--- config.mk ---
export PLATFORM = sky130hd
export DESIGN_NAME = alu_op_scheduler
export DESIGN_NICKNAME = d
export VERILOG_FILES = /design/src/rtl/alu_op_scheduler.sv
export SDC_FILE = /design/constraint.sdc
export NUM_CORES = 1
export LEC_CHECK = 0
export BUFFER_PORTS_ARGS = -buffer_cell sky130_fd_sc_hd__buf_2
export CAP_MARGIN = 30
export CELL_PAD_IN_SITES_DETAIL_PLACEMENT = 1
export CELL_PAD_IN_SITES_GLOBAL_PLACEMENT = 1
export CORE_ASPECT_RATIO = 1.2
export CORE_MARGIN = 1.5
export CORE_UTILIZATION = 25
export CTS_BUF_LIST = sky130_fd_sc_hd__clkbuf_4
export CTS_CLUSTER_DIAMETER = 200
export DETAILED_ROUTE_END_ITERATION = 16
export PLACE_DENSITY_LB_ADDON = 0.08
export SYNTH_ARGS = -nofsm -noshare
export SYNTH_HDL_FRONTEND = slang
export SYNTH_SLANG_ARGS = --single-unit
--- constraint.sdc ---
create_clock -name CLK -period 1.75 [get_ports CLK]
set_input_delay 0.175 -clock CLK [delete_from_list [all_inputs] [get_ports CLK]]
set_output_delay 0.175 -clock CLK [all_outputs]
set_load 0.1 [all_outputs]
--- src/rtl/alu_op_scheduler.sv ---
// ALU operation sequencer: walks a snapshot op mask, launches one ALU op
// per set bit and paces each op on the UART transmitter busy handshake.
module alu_op_scheduler #(
  parameter int NUM_OPS     = 16,
  parameter int FUN_WD      = 4,
  parameter int TIMEOUT_CYC = 255,
  parameter int TO_WD       = 8
) (
  input  logic               CLK,
  input  logic               RST,
  input  logic               Start,
  input  logic [NUM_OPS-1:0] Op_Mask,
  input  logic               Continuous,
  input  logic               UART_Busy,
  output logic [FUN_WD-1:0]  ALU_FUN,
  output logic               ALU_Enable,
  output logic               CLKG_EN,
  output logic               Busy,
  output logic               Done,
  output logic               Timeout_Err
);

  localparam int IDX_WD = $clog2(NUM_OPS);
  localparam logic [IDX_WD-1:0] LAST_IDX =
    IDX_WD'(NUM_OPS - 1);
  localparam logic [TO_WD-1:0] TO_LAST =
    TO_WD'(TIMEOUT_CYC - 1);

  typedef enum logic [2:0] {
    S_IDLE,
    S_SCAN,
    S_ISSUE,
    S_WAIT_HIGH,
    S_WAIT_LOW,
    S_DONE
  } state_t;

  state_t             state_q, state_d;
  logic [IDX_WD-1:0]  idx_q, idx_d;
  logic [NUM_OPS-1:0] mask_q, mask_d;
  logic [TO_WD-1:0]   to_cnt_q, to_cnt_d;
  logic               err_q, err_d;
  logic               adv;

  always_ff @(posedge CLK or negedge RST) begin
    if (!RST) begin
      state_q  <= S_IDLE;
      idx_q    <= '0;
      mask_q   <= '0;
      to_cnt_q <= '0;
      err_q    <= 1'b0;
    end else begin
      state_q  <= state_d;
      idx_q    <= idx_d;
      mask_q   <= mask_d;
      to_cnt_q <= to_cnt_d;
      err_q    <= err_d;
    end
  end

  always_comb begin
    state_d  = state_q;
    idx_d    = idx_q;
    mask_d   = mask_q;
    to_cnt_d = to_cnt_q;
    err_d    = err_q;
    adv      = 1'b0;
    unique case (state_q)
      S_IDLE: begin
        if (Start) begin
          mask_d  = Op_Mask;
          idx_d   = '0;
          err_d   = 1'b0;
          state_d = S_SCAN;
        end
      end
      S_SCAN: begin
        if (mask_q[idx_q]) begin
          state_d = S_ISSUE;
        end else if (idx_q == LAST_IDX) begin
          state_d = S_DONE;
        end else begin
          idx_d = idx_q + 1'b1;
        end
      end
      S_ISSUE: begin
        to_cnt_d = '0;
        state_d  = S_WAIT_HIGH;
      end
      S_WAIT_HIGH: begin
        if (UART_Busy) begin
          state_d = S_WAIT_LOW;
        end else if (to_cnt_q == TO_LAST) begin
          err_d = 1'b1;
          adv   = 1'b1;
        end else begin
          to_cnt_d = to_cnt_q + 1'b1;
        end
      end
      S_WAIT_LOW: begin
        if (!UART_Busy) adv = 1'b1;
      end
      S_DONE: begin
        // Repeat mode re-snapshots the mask but keeps the error sticky
        if (Continuous) begin
          mask_d  = Op_Mask;
          idx_d   = '0;
          state_d = S_SCAN;
        end else begin
          state_d = S_IDLE;
        end
      end
      default: state_d = S_IDLE;
    endcase
    if (adv) begin
      if (idx_q == LAST_IDX) begin
        state_d = S_DONE;
      end else begin
        idx_d   = idx_q + 1'b1;
        state_d = S_SCAN;
      end
    end
  end

  assign ALU_Enable  = (state_q == S_ISSUE);
  assign ALU_FUN     = ALU_Enable ? FUN_WD'(idx_q) : '0;
  assign CLKG_EN     = (state_q != S_WAIT_LOW);
  assign Busy        = (state_q != S_IDLE);
  assign Done        = (state_q == S_DONE);
  assign Timeout_Err = err_q;

endmodule

# Yosys cells after proc, flatten, opt, wreduce, memory -nomap -nowiden
# Cells that the tools add are included.
dict set report totals {
  latch_bits 0
  rom_bits 0
  register_bits 32
  inputBits 21
  memories 0
  ram_bits 0
}
dict set report op_classes {
  n_addsub 2
  bitwise_logic 0
  div 0
  magnitude_cmp 1
  reduce_logical 9
  muxes 32
  eq_ne 17
  shifts 0
  mul 0
}
# op n
set op_table {}
lappend op_table {{$mux 16} 2}
lappend op_table {{$pmux 16 s2} 1}
lappend op_table {{$mux 4} 7}
lappend op_table {{$mux 3} 6}
lappend op_table {{$pmux 3 s6} 1}
lappend op_table {{$mux 8} 2}
lappend op_table {{$pmux 8 s2} 1}
lappend op_table {{$ne 2x2->1 const B} 6}
lappend op_table {{$pmux 4 s3} 1}
lappend op_table {{$ne 3x3->1 const B} 3}
lappend op_table {{$add 8x1->8 const B} 1}
lappend op_table {{$eq 8x8->1 const B} 1}
lappend op_table {{$mux 1} 8}
lappend op_table {{$reduce_and 4->1} 2}
lappend op_table {{$eq 3x2->1 const B} 2}
lappend op_table {{$eq 3x3->1 const B} 2}
lappend op_table {{$reduce_and 3->1} 2}
lappend op_table {{$reduce_bool 2->1} 3}
lappend op_table {{$lt 4x5->1 const B} 1}
lappend op_table {{$add 4x1->4 const B} 1}
lappend op_table {{$bmux 1 s4} 1}
lappend op_table {{$eq 4x4->1 const B} 1}
lappend op_table {{$ne 4x4->1 const B} 1}
lappend op_table {{$pmux 1 s2} 2}
lappend op_table {{3 further kinds} 3}

# Longest topological paths before layout
# Gate-level depths: netlist (run 1).
dict set report depth {
  depth_word 6
  mapped_depth 7
  ltp_nobuf 7
}

# Worst setup path before layout (run 1)
# No wires, ideal clock.
dict set report synth_timing {
  kind {flip-flop to output port}
  from {reg state_q[1]}
  to {out ALU_FUN[1]}
  n_path_buf 1
  arrival_time_ns 3.178
  stages_incl_launch_ff 5
  slack_ns -1.603
  t_required_ns 1.575
  cell_sequence {dfrtp_1 clkbuf_1 nand2_1 nor2_1 and2_1}
}
dict set report synth_between {
  elab_chain_len 2
}
# element line
set synth_rtl {}
lappend synth_rtl {{from (decl)} 38} ;# state_t state_q, state_d;
lappend synth_rtl {{from (signal assigned)} 53} ;# state_q <= state_d;
lappend synth_rtl {{$eq 3x2->1} 125} ;# assign ALU_Enable = (state_q == S_ISSUE);
lappend synth_rtl {{named net ALU_Enable} 16} ;# output logic ALU_Enable,
lappend synth_rtl {{$mux 4} 126} ;# assign ALU_FUN = ALU_Enable ? FUN_WD'(idx_q) : '0;
lappend synth_rtl {{to (decl)} 15} ;# output logic [FUN_WD-1:0] ALU_FUN,
# The timed path passes the listed nets, and every way through them passes these cells.

# Worst setup path after layout (run 1)
dict set report layout_timing {
  from {reg idx_q[0]}
  to {reg idx_q[0]}
}
dict set report layout_between {
  elab_chain_len 6
  word_cells_on_any_way 11
}
# element line
set layout_rtl {}
lappend layout_rtl {{from (decl)} 39} ;# logic [IDX_WD-1:0] idx_q, idx_d;
lappend layout_rtl {{from (signal assigned)} 54} ;# idx_q <= idx_d;
lappend layout_rtl {{$add 4x1->4 (tied with other cells)} {83, 119}}
lappend layout_rtl {{$mux 4 / $mux 1 (equally long branches)} {80, 78}}
lappend layout_rtl {{$mux 4} 78} ;# if (mask_q[idx_q]) begin
lappend layout_rtl {{$pmux 4 s3} 68} ;# unique case (state_q)
lappend layout_rtl {{$mux 4} 116} ;# if (idx_q == LAST_IDX) begin
lappend layout_rtl {{$mux 4 *} 115} ;# if (adv) begin
lappend layout_rtl {{named net idx_d[0]} 39}
# Mark *: on every way through the listed nets, which the timed path passes. The rest lies on a longest branch. The select of a mux whose other input is x is not followed.
# A chain may end at the register's enable or synchronous reset.

==> results.cfg, run 1 <==
[outcome]
status = finished, violations left
failed_checks = setup timing

[sta]
post-route-min-period_ns = 1.83
setup_ws_ns = -0.0839
max_slew_margin = 0.680
period_share = 1.05
tightest_slew_ns = 0.484
whs_ns = 0.0659
maxSlewViolCount = 0
fin_skew_ns = 0.0131
hold_viol = 0
rsz0062_at_grt = yes
setup_viol = 5
fmax_mhz = 545

[synth]
synthMuxAreaShare = 0.149
ys_ff_latch = 32
netlist_instances = 178
synth_warnings = 0
syn-mean-instance-area_um2 = 9.97
synth_cell_types = 47
synthAdderAreaFrac = 0.0211
synth_compound_area_frac = 0.137
synth_xor_area_frac = 0.0296
synth_area_um2 = 1780
ys_seq_area_frac = 0.451
synth-simple-area-share = 0.177
synth_top_family_by_area = simple AND/OR/NAND/NOR gates
syn_nets = 202

[finish]
nets = 262
area_growth_pct = 46.4
final_cell_area_um2 = 2600
layout_commonest_cell = dfrtp_1
drive_above_1_share = 0.469
layout_common_cells = dfrtp_1 (29), buf_4 (24), buf_2 (21)
insertedDiodeCount = 0

[floorplan]
initial_core_util = 0.259
io_pins = 30
die_x_um = 79.9
die_h_um = 95.3
row_count = 33
core_um2 = 6850
die_area_um2 = 7620

[global_routing]
grt_util_all_layers = 0.148
antenna_found_initial = 0
grt_pass1_vias = 1694
gr-total-overflow = 0
grt_max_degree = 19
grt_pass1_wl_mm = 8.55

[critical_path]
path_max_fanout = 6
start_kind = flop
worst_setup_path_end_kind = flop
cp_cell_sequence = mux2_4, or3_4, nand4_2, o21ai_4, o21a_1, o311ai_2
cp_slowest_stage_delay_ns = 0.46
slowest_stage = dfrtp_2
crit_required_ns = 2.00
cp.arrival_ns = 2.08
critical_path_class = flop to flop

[detailed_routing]
drc = 0
dr.first_iter.drc_count = 35
dr_total_vias = 1588
antenna_left = 0
drt_wl_total_mm = 5.19
avgViaCountPerCell = 4.87
drtPass1Iterations = 4
wire_per_inst_um = 15.9

[power_and_ir_drop]
p_per_area_nw_per_um2 = 1730
finalPower_mw = 4.49
p_leak_nw = 1.12
peakVddDrop_mv = 0.845

[cts]
cts_tree = done
htreeDepth = 2
clock_path_buffers = 2
cts.clk_slew.worst_paths_ns = 0.12
clock-root-buffer = clkbuf_4
cts_sinks = 32
cts_inserted_buffers = 5
clk_latency_ns = 0.34

[placed_design]
dp_hpwl_mm = 4.06
dpl-instance-area_um2 = 2410
gp_congestion = 0.828
io_buffer_count = 29

[hold_path]
holdCritPathClass = input pin to flop

[job]
cap_viol_max_count = 0
what timing repair did:
| item | CTS | global route |
|---|---|---|
| gates resized for setup | 7 | 11 |
| buffers inserted | 3 | 1 |
| hold endpoints to repair | 16 | 0 |
| hold buffers | 1 | 0 |
| endpoints found under the setup margin | 9 | 9 |
| pin swaps | 4 | 7 |
report_power, final:
part | leakage (nW) | switching, mW | internal (mW)
combinational | 0.682 | 1.42 | 1.23
sequential | 0.401 | 0.227 | 1.03
clock | 0.0412 | 0.291 | 0.298
per-stage QoR:
stage               setup TNS, ns  instances  utilization  worst slack [ns]
detailed placement         -0.338        313        0.352            -0.159
global route               -0.760        326        0.379            -0.151
finish                     -0.300        326        0.379           -0.0839
CTS                        -0.229        325        0.372           -0.0896
global placement          -0.0776        313        0.352           -0.0670
floorplan                  -0.448        178            -            -0.125
registers in the layout (all words and copies together) (netlist names):
| signal | count |
|---|---|
| idx_q | 4 |
| to_cnt_q | 8 |
| mask_q | 16 |
| state_q | 3 |
| Timeout_Err | 1 |
cells by family after synthesis:
kind of cell | after synthesis
buffers and inverters | 15
AOI/OAI and AO/OA | 33
and+or+nand+nor | 66
adders and majority gates | 3
xor gates and xnor gates | 6
DFF | 32
muxes | 23
final timing paths:
check / depth (start not counted) / start / slack, ns / end
setup / recovery: 6 / idx_q[0] / -0.08 / idx_q[0]
hold / removal: 2 / Op_Mask[11] / 0.07 / mask_q[11]
setup reg to reg: 6 / idx_q[0] / -0.08 / idx_q[0]
hold reg to reg: 1 / mask_q[0] / 0.51 / mask_q[0]
max in group asynchronous: 3 / RST / 0.89 / mask_q[0]
min in group asynchronous: 2 / RST / 0.29 / Timeout_Err
cells in the mapped netlist, drive strengths merged:
library cell | count | area share
dfrtp | 32 | 0.45
nand3 | 9 | 0.025
and4 | 1 | 0.0049
a211oi | 2 | 0.0085
a221oi | 1 | 0.0049
o22ai | 1 | 0.0035
mux2 | 17 | 0.11
o211ai | 2 | 0.0085
nand2 | 19 | 0.040
o21a | 2 | 0.0085
buf | 5 | 0.015
o221ai | 1 | 0.0049
a21oi | 4 | 0.013
ha | 3 | 0.021
inv | 9 | 0.019
and3 | 1 | 0.0035
o311ai | 1 | 0.0092
o32a | 1 | 0.0056
a222oi | 1 | 0.0056
a31oi | 3 | 0.011
xor2 | 4 | 0.020
nand3b | 1 | 0.0042
o21ba | 1 | 0.0056
o2111ai | 1 | 0.0049
a41oi | 1 | 0.0049
o21bai | 1 | 0.0042
nand2b | 2 | 0.0070
and2 | 1 | 0.0035
o21ai | 8 | 0.025
nor3 | 10 | 0.028
mux2i | 5 | 0.028
clkbuf | 1 | 0.0021
nand4 | 5 | 0.021
mux4 | 1 | 0.013
or3 | 1 | 0.0035
nor2 | 15 | 0.032
xnor2 | 2 | 0.0099
a22oi | 1 | 0.0042
nor2b | 1 | 0.0035
o22a | 1 | 0.0049
cell type report:
cell class	instances	area (µm²)
Sequential cell	32	805
Fill cell	802	4260
Clock buffer	5	37.5
Timing Repair Buffer	59	520
Multi-Input combinational cell	131	1050
Clock inverter	3	42.5
Tap cell	87	109
Inverter	9	38.8
layer usage:
metal  vias to the layer above  wire, µm  global-route usage  part of all wire
met3                         5       179              0.0268             0.034
met5                         -         0                   0                 0
met1                       788      2200               0.175              0.42
met4                         0        46              0.0431            0.0089
li1                        767         -                   -                 -
met2                        28      2770               0.269              0.53
worst max-delay path: cells and delay by family (launching register included):
kind	cells	cell delay [ns]
flip-flops	1	0.46
multiplexers	1	0.30
AO/OA/AOI/OAI	3	0.54
AND/OR/NAND/NOR	2	0.43
No activity file was read; power rests on OpenSTA's default activity.
==> run 2, diff against run 1 <==
--- a/config.mk
+++ b/config.mk
@@ -5,12 +5,13 @@
 export SDC_FILE = /design/constraint.sdc
 export NUM_CORES = 1
 export LEC_CHECK = 0
+export ABC_AREA = 1
 export BUFFER_PORTS_ARGS = -buffer_cell sky130_fd_sc_hd__buf_2
 export CAP_MARGIN = 30
 export CELL_PAD_IN_SITES_DETAIL_PLACEMENT = 1
 export CELL_PAD_IN_SITES_GLOBAL_PLACEMENT = 1
 export CORE_ASPECT_RATIO = 1.2
-export CORE_MARGIN = 1.5
+export CORE_MARGIN = 2
 export CORE_UTILIZATION = 25
 export CTS_BUF_LIST = sky130_fd_sc_hd__clkbuf_4
 export CTS_CLUSTER_DIAMETER = 200
==> run 2 against run 1 <==
  * The flow still finishes with violations (setup timing)
  * Die area increased by 12%
  * Total power increased by 25%
  * Synthesized cell count increased by 55%
  * Worst hold slack got worse by 0.0014 ns
  * Final area increased by 22%
  * Combinational power increased by 43%
  * Clock skew increased by 0.00091 ns
  * Critical path type is now flop to output pin
==> results.cfg, run 2 <==
[outcome]
status = finished, violations left
failed_checks = setup timing

[floorplan]
initial_core_util = 0.256
io_pins = 30
core_um2 = 7660
die_area_um2 = 8570
die_x_um = 84.8
die_h_um = 101
row_count = 35

[job]
cap_viol_max_count = 0

[finish]
insertedDiodeCount = 0
area_growth_pct = 61.1
layout_common_cells = nand2_1 (57), buf_4 (52), nor2_1 (33)
regMostFlops = mask_q
layout_commonest_cell = nand2_1
nFillCells = 942
multi_input_area_um2 = 1200
drive_above_1_share = 0.458
final_cell_area_um2 = 3160
largest_reg_flops = 16
reg.largest.list = mask_q: 16 flops, to_cnt_q: 8 flops, idx_q: 4 flops
nets = 392
seq_area_um2 = 806

[synth]
synth_edf_count = 0
syn_nets = 300
synth_top_area_cell = dfrtp_1
synthTopCellsByCount = nand2_1 (63), nor2_1 (44), inv_1 (36), dfrtp_1 (32), nand3_1 (29)
yosysMostFrequentCell = nand2_1
synth_area_leaders = dfrtp_1 (41%), nand2_1 (12%), nor2_1 (8.4%)
synth_top_area_frac = 0.408
ys_seq_area_frac = 0.408
async_flop_share = 1.00
netlist_instances = 276
ys_ff_latch = 32
synth_cell_types = 33
synth_warnings = 0
synth_area_um2 = 1960
syn-mean-instance-area_um2 = 7.10
yosys_most_used_dff = dfrtp_1

[critical_path]
r2r_start = idx_q[0]
timing.critical_path.mode_cell = buf_6
start_kind = flop
worst_setup_path_end_kind = output pin
cp_slowest_stage_delay_ns = 0.44
crit_required_ns = 1.57
path_max_fanout = 4
critical_path_class = flop to output pin
setup.worst_path.start = state_q[2]
cp_cell_sequence = buf_6, nor3_4, inv_4, buf_6, nor2_4, buf_12
cp.arrival_ns = 1.60
slowest_stage = dfrtp_2

[cts]
clock_path_buffers = 2
clk_latency_ns = 0.34
cts_inserted_buffers = 5
htreeDepth = 2
cts_sinks = 32
clock-root-buffer = clkbuf_4
cts_tree = done
cts.clk_slew.worst_paths_ns = 0.12

[hold_path]
holdCritPathClass = input pin to flop
min-delay-start = Op_Mask[0]

[placed_design]
gp_congestion = 0.766
io_buffer_count = 29
dpl-instance-area_um2 = 2700
pre_cts_ws_ns = -0.150
dp_hpwl_mm = 4.85

[sta]
tightest_slew_ns = 0.485
rsz0062_at_grt = yes
period_share = 1.01
setup_ws_ns = -0.0244
hold_viol = 0
post-route-min-period_ns = 1.77
setup_viol = 3
max_slew_margin = 0.679
fmax_mhz = 564
maxSlewViolCount = 0
fin_skew_ns = 0.0140

[detailed_routing]
dr_total_vias = 2070
wire_per_inst_um = 13.7
antenna_left = 0
drc = 0
dr.first_iter.drc_count = 36
drtPass1Iterations = 4
avgViaCountPerCell = 4.49
drt_wl_total_mm = 6.31

[global_routing]
use_met2 = 0.270
grt_pass1_vias = 2179
grt_pass1_wl_mm = 10.4
gr-total-overflow = 0
grt_util_all_layers = 0.153
use_met3 = 0.0262
antenna_found_initial = 0
grt_max_degree = 14
use_met1 = 0.194
top_usage_layer = met2

[power_and_ir_drop]
p_per_area_nw_per_um2 = 1780
peakVddDrop_mv = 0.707
p_leak_nw = 1.56
-- run 2: changes by cell type after synthesis, moves of 5 or more --
| cell | delta |
|---|---|
| a21oi_1 | +17 |
| mux2_2 | -16 |
| inv_1 | +27 |
| inv_2 | +9 |
| nand3_1 | +20 |
| nor3_1 | -6 |
| nor2_1 | +29 |
| nand2_1 | +44 |
| mux2i_1 | -5 |
-- run 2: metal layers --
metal | up-vias | part of all wire
met3 | 7 | 0.024
met1 | 992 | 0.45
met4 | 0 | 0.011
met2 | 20 | 0.52
li1 | 1051 | -
met5 | - | 0
-- run 2: cell type report --
class,count,share of cell area
Clock buffer,5,0.0119
Clock inverter,3,0.0119
Inverter,45,0.0570
Multi-Input combinational cell,193,0.381
Sequential cell,32,0.255
Tap cell,92,0.0364
Timing Repair Buffer,91,0.247
-- run 2: final timing paths --
kind                               to  slack (ns)  cells past startpoint
min                         mask_q[0]        0.06                      2
min reg2reg                 mask_q[6]        0.53                      2
max                        ALU_FUN[1]       -0.02                      6
max reg2reg                state_q[2]        0.05                     13
max in group asynchronous  state_q[0]        1.02                      3
min in group asynchronous  mask_q[15]        0.22                      2
-- run 2: logic make-up after synthesis --
logic type	count (synthesis)	synth area share
adder cells (fa/ha/maj)	3	0.0191
buffers and inverters	51	0.105
flip-flops	32	0.408
AO/OA/AOI/OAI	31	0.0862
multiplexers	2	0.0134
XOR/XNOR	2	0.00894
AND/OR/NAND/NOR	155	0.359
-- run 2: where the power goes --
part / internal (mW) / switching, mW / total, mW
Sequential: 1.04 / 0.226 / 1.27
Clock: 0.292 / 0.279 / 0.571
Combinational: 1.60 / 2.18 / 3.78
Total: 2.93 / 2.69 / 5.62
-- run 2: timing repair --
action                                 CTS  global route
resized for setup                        9            41
buffers inserted                         9            15
gates cloned                             0             1
hold buffers                             1             0
setup endpoints to repair                8            20
pin swaps                                8            22
endpoints found under the hold margin    8             0
-- run 2: critical path, delay by kind of cell (launching register included) --
kind	cells	cell delay (ns)
DFF	1	0.44
and+or+nand+nor	2	0.31
buffers and inverters	4	0.52
-- run 2: stage by stage --
step	utilization	power, mW	TNS [ns]	hold WS [ns]	std cells
finish	0.412	5.62	-0.0688	0.0645	461
floorplan	-	3.39	-8.38	-0.121	276
detailed placement	0.352	4.37	-0.311	0.0735	429
CTS	0.376	5.07	-0.299	0.0547	447
global route	0.412	6.12	-0.709	0.0428	461
global placement	0.352	4.32	-0.306	0.0679	429
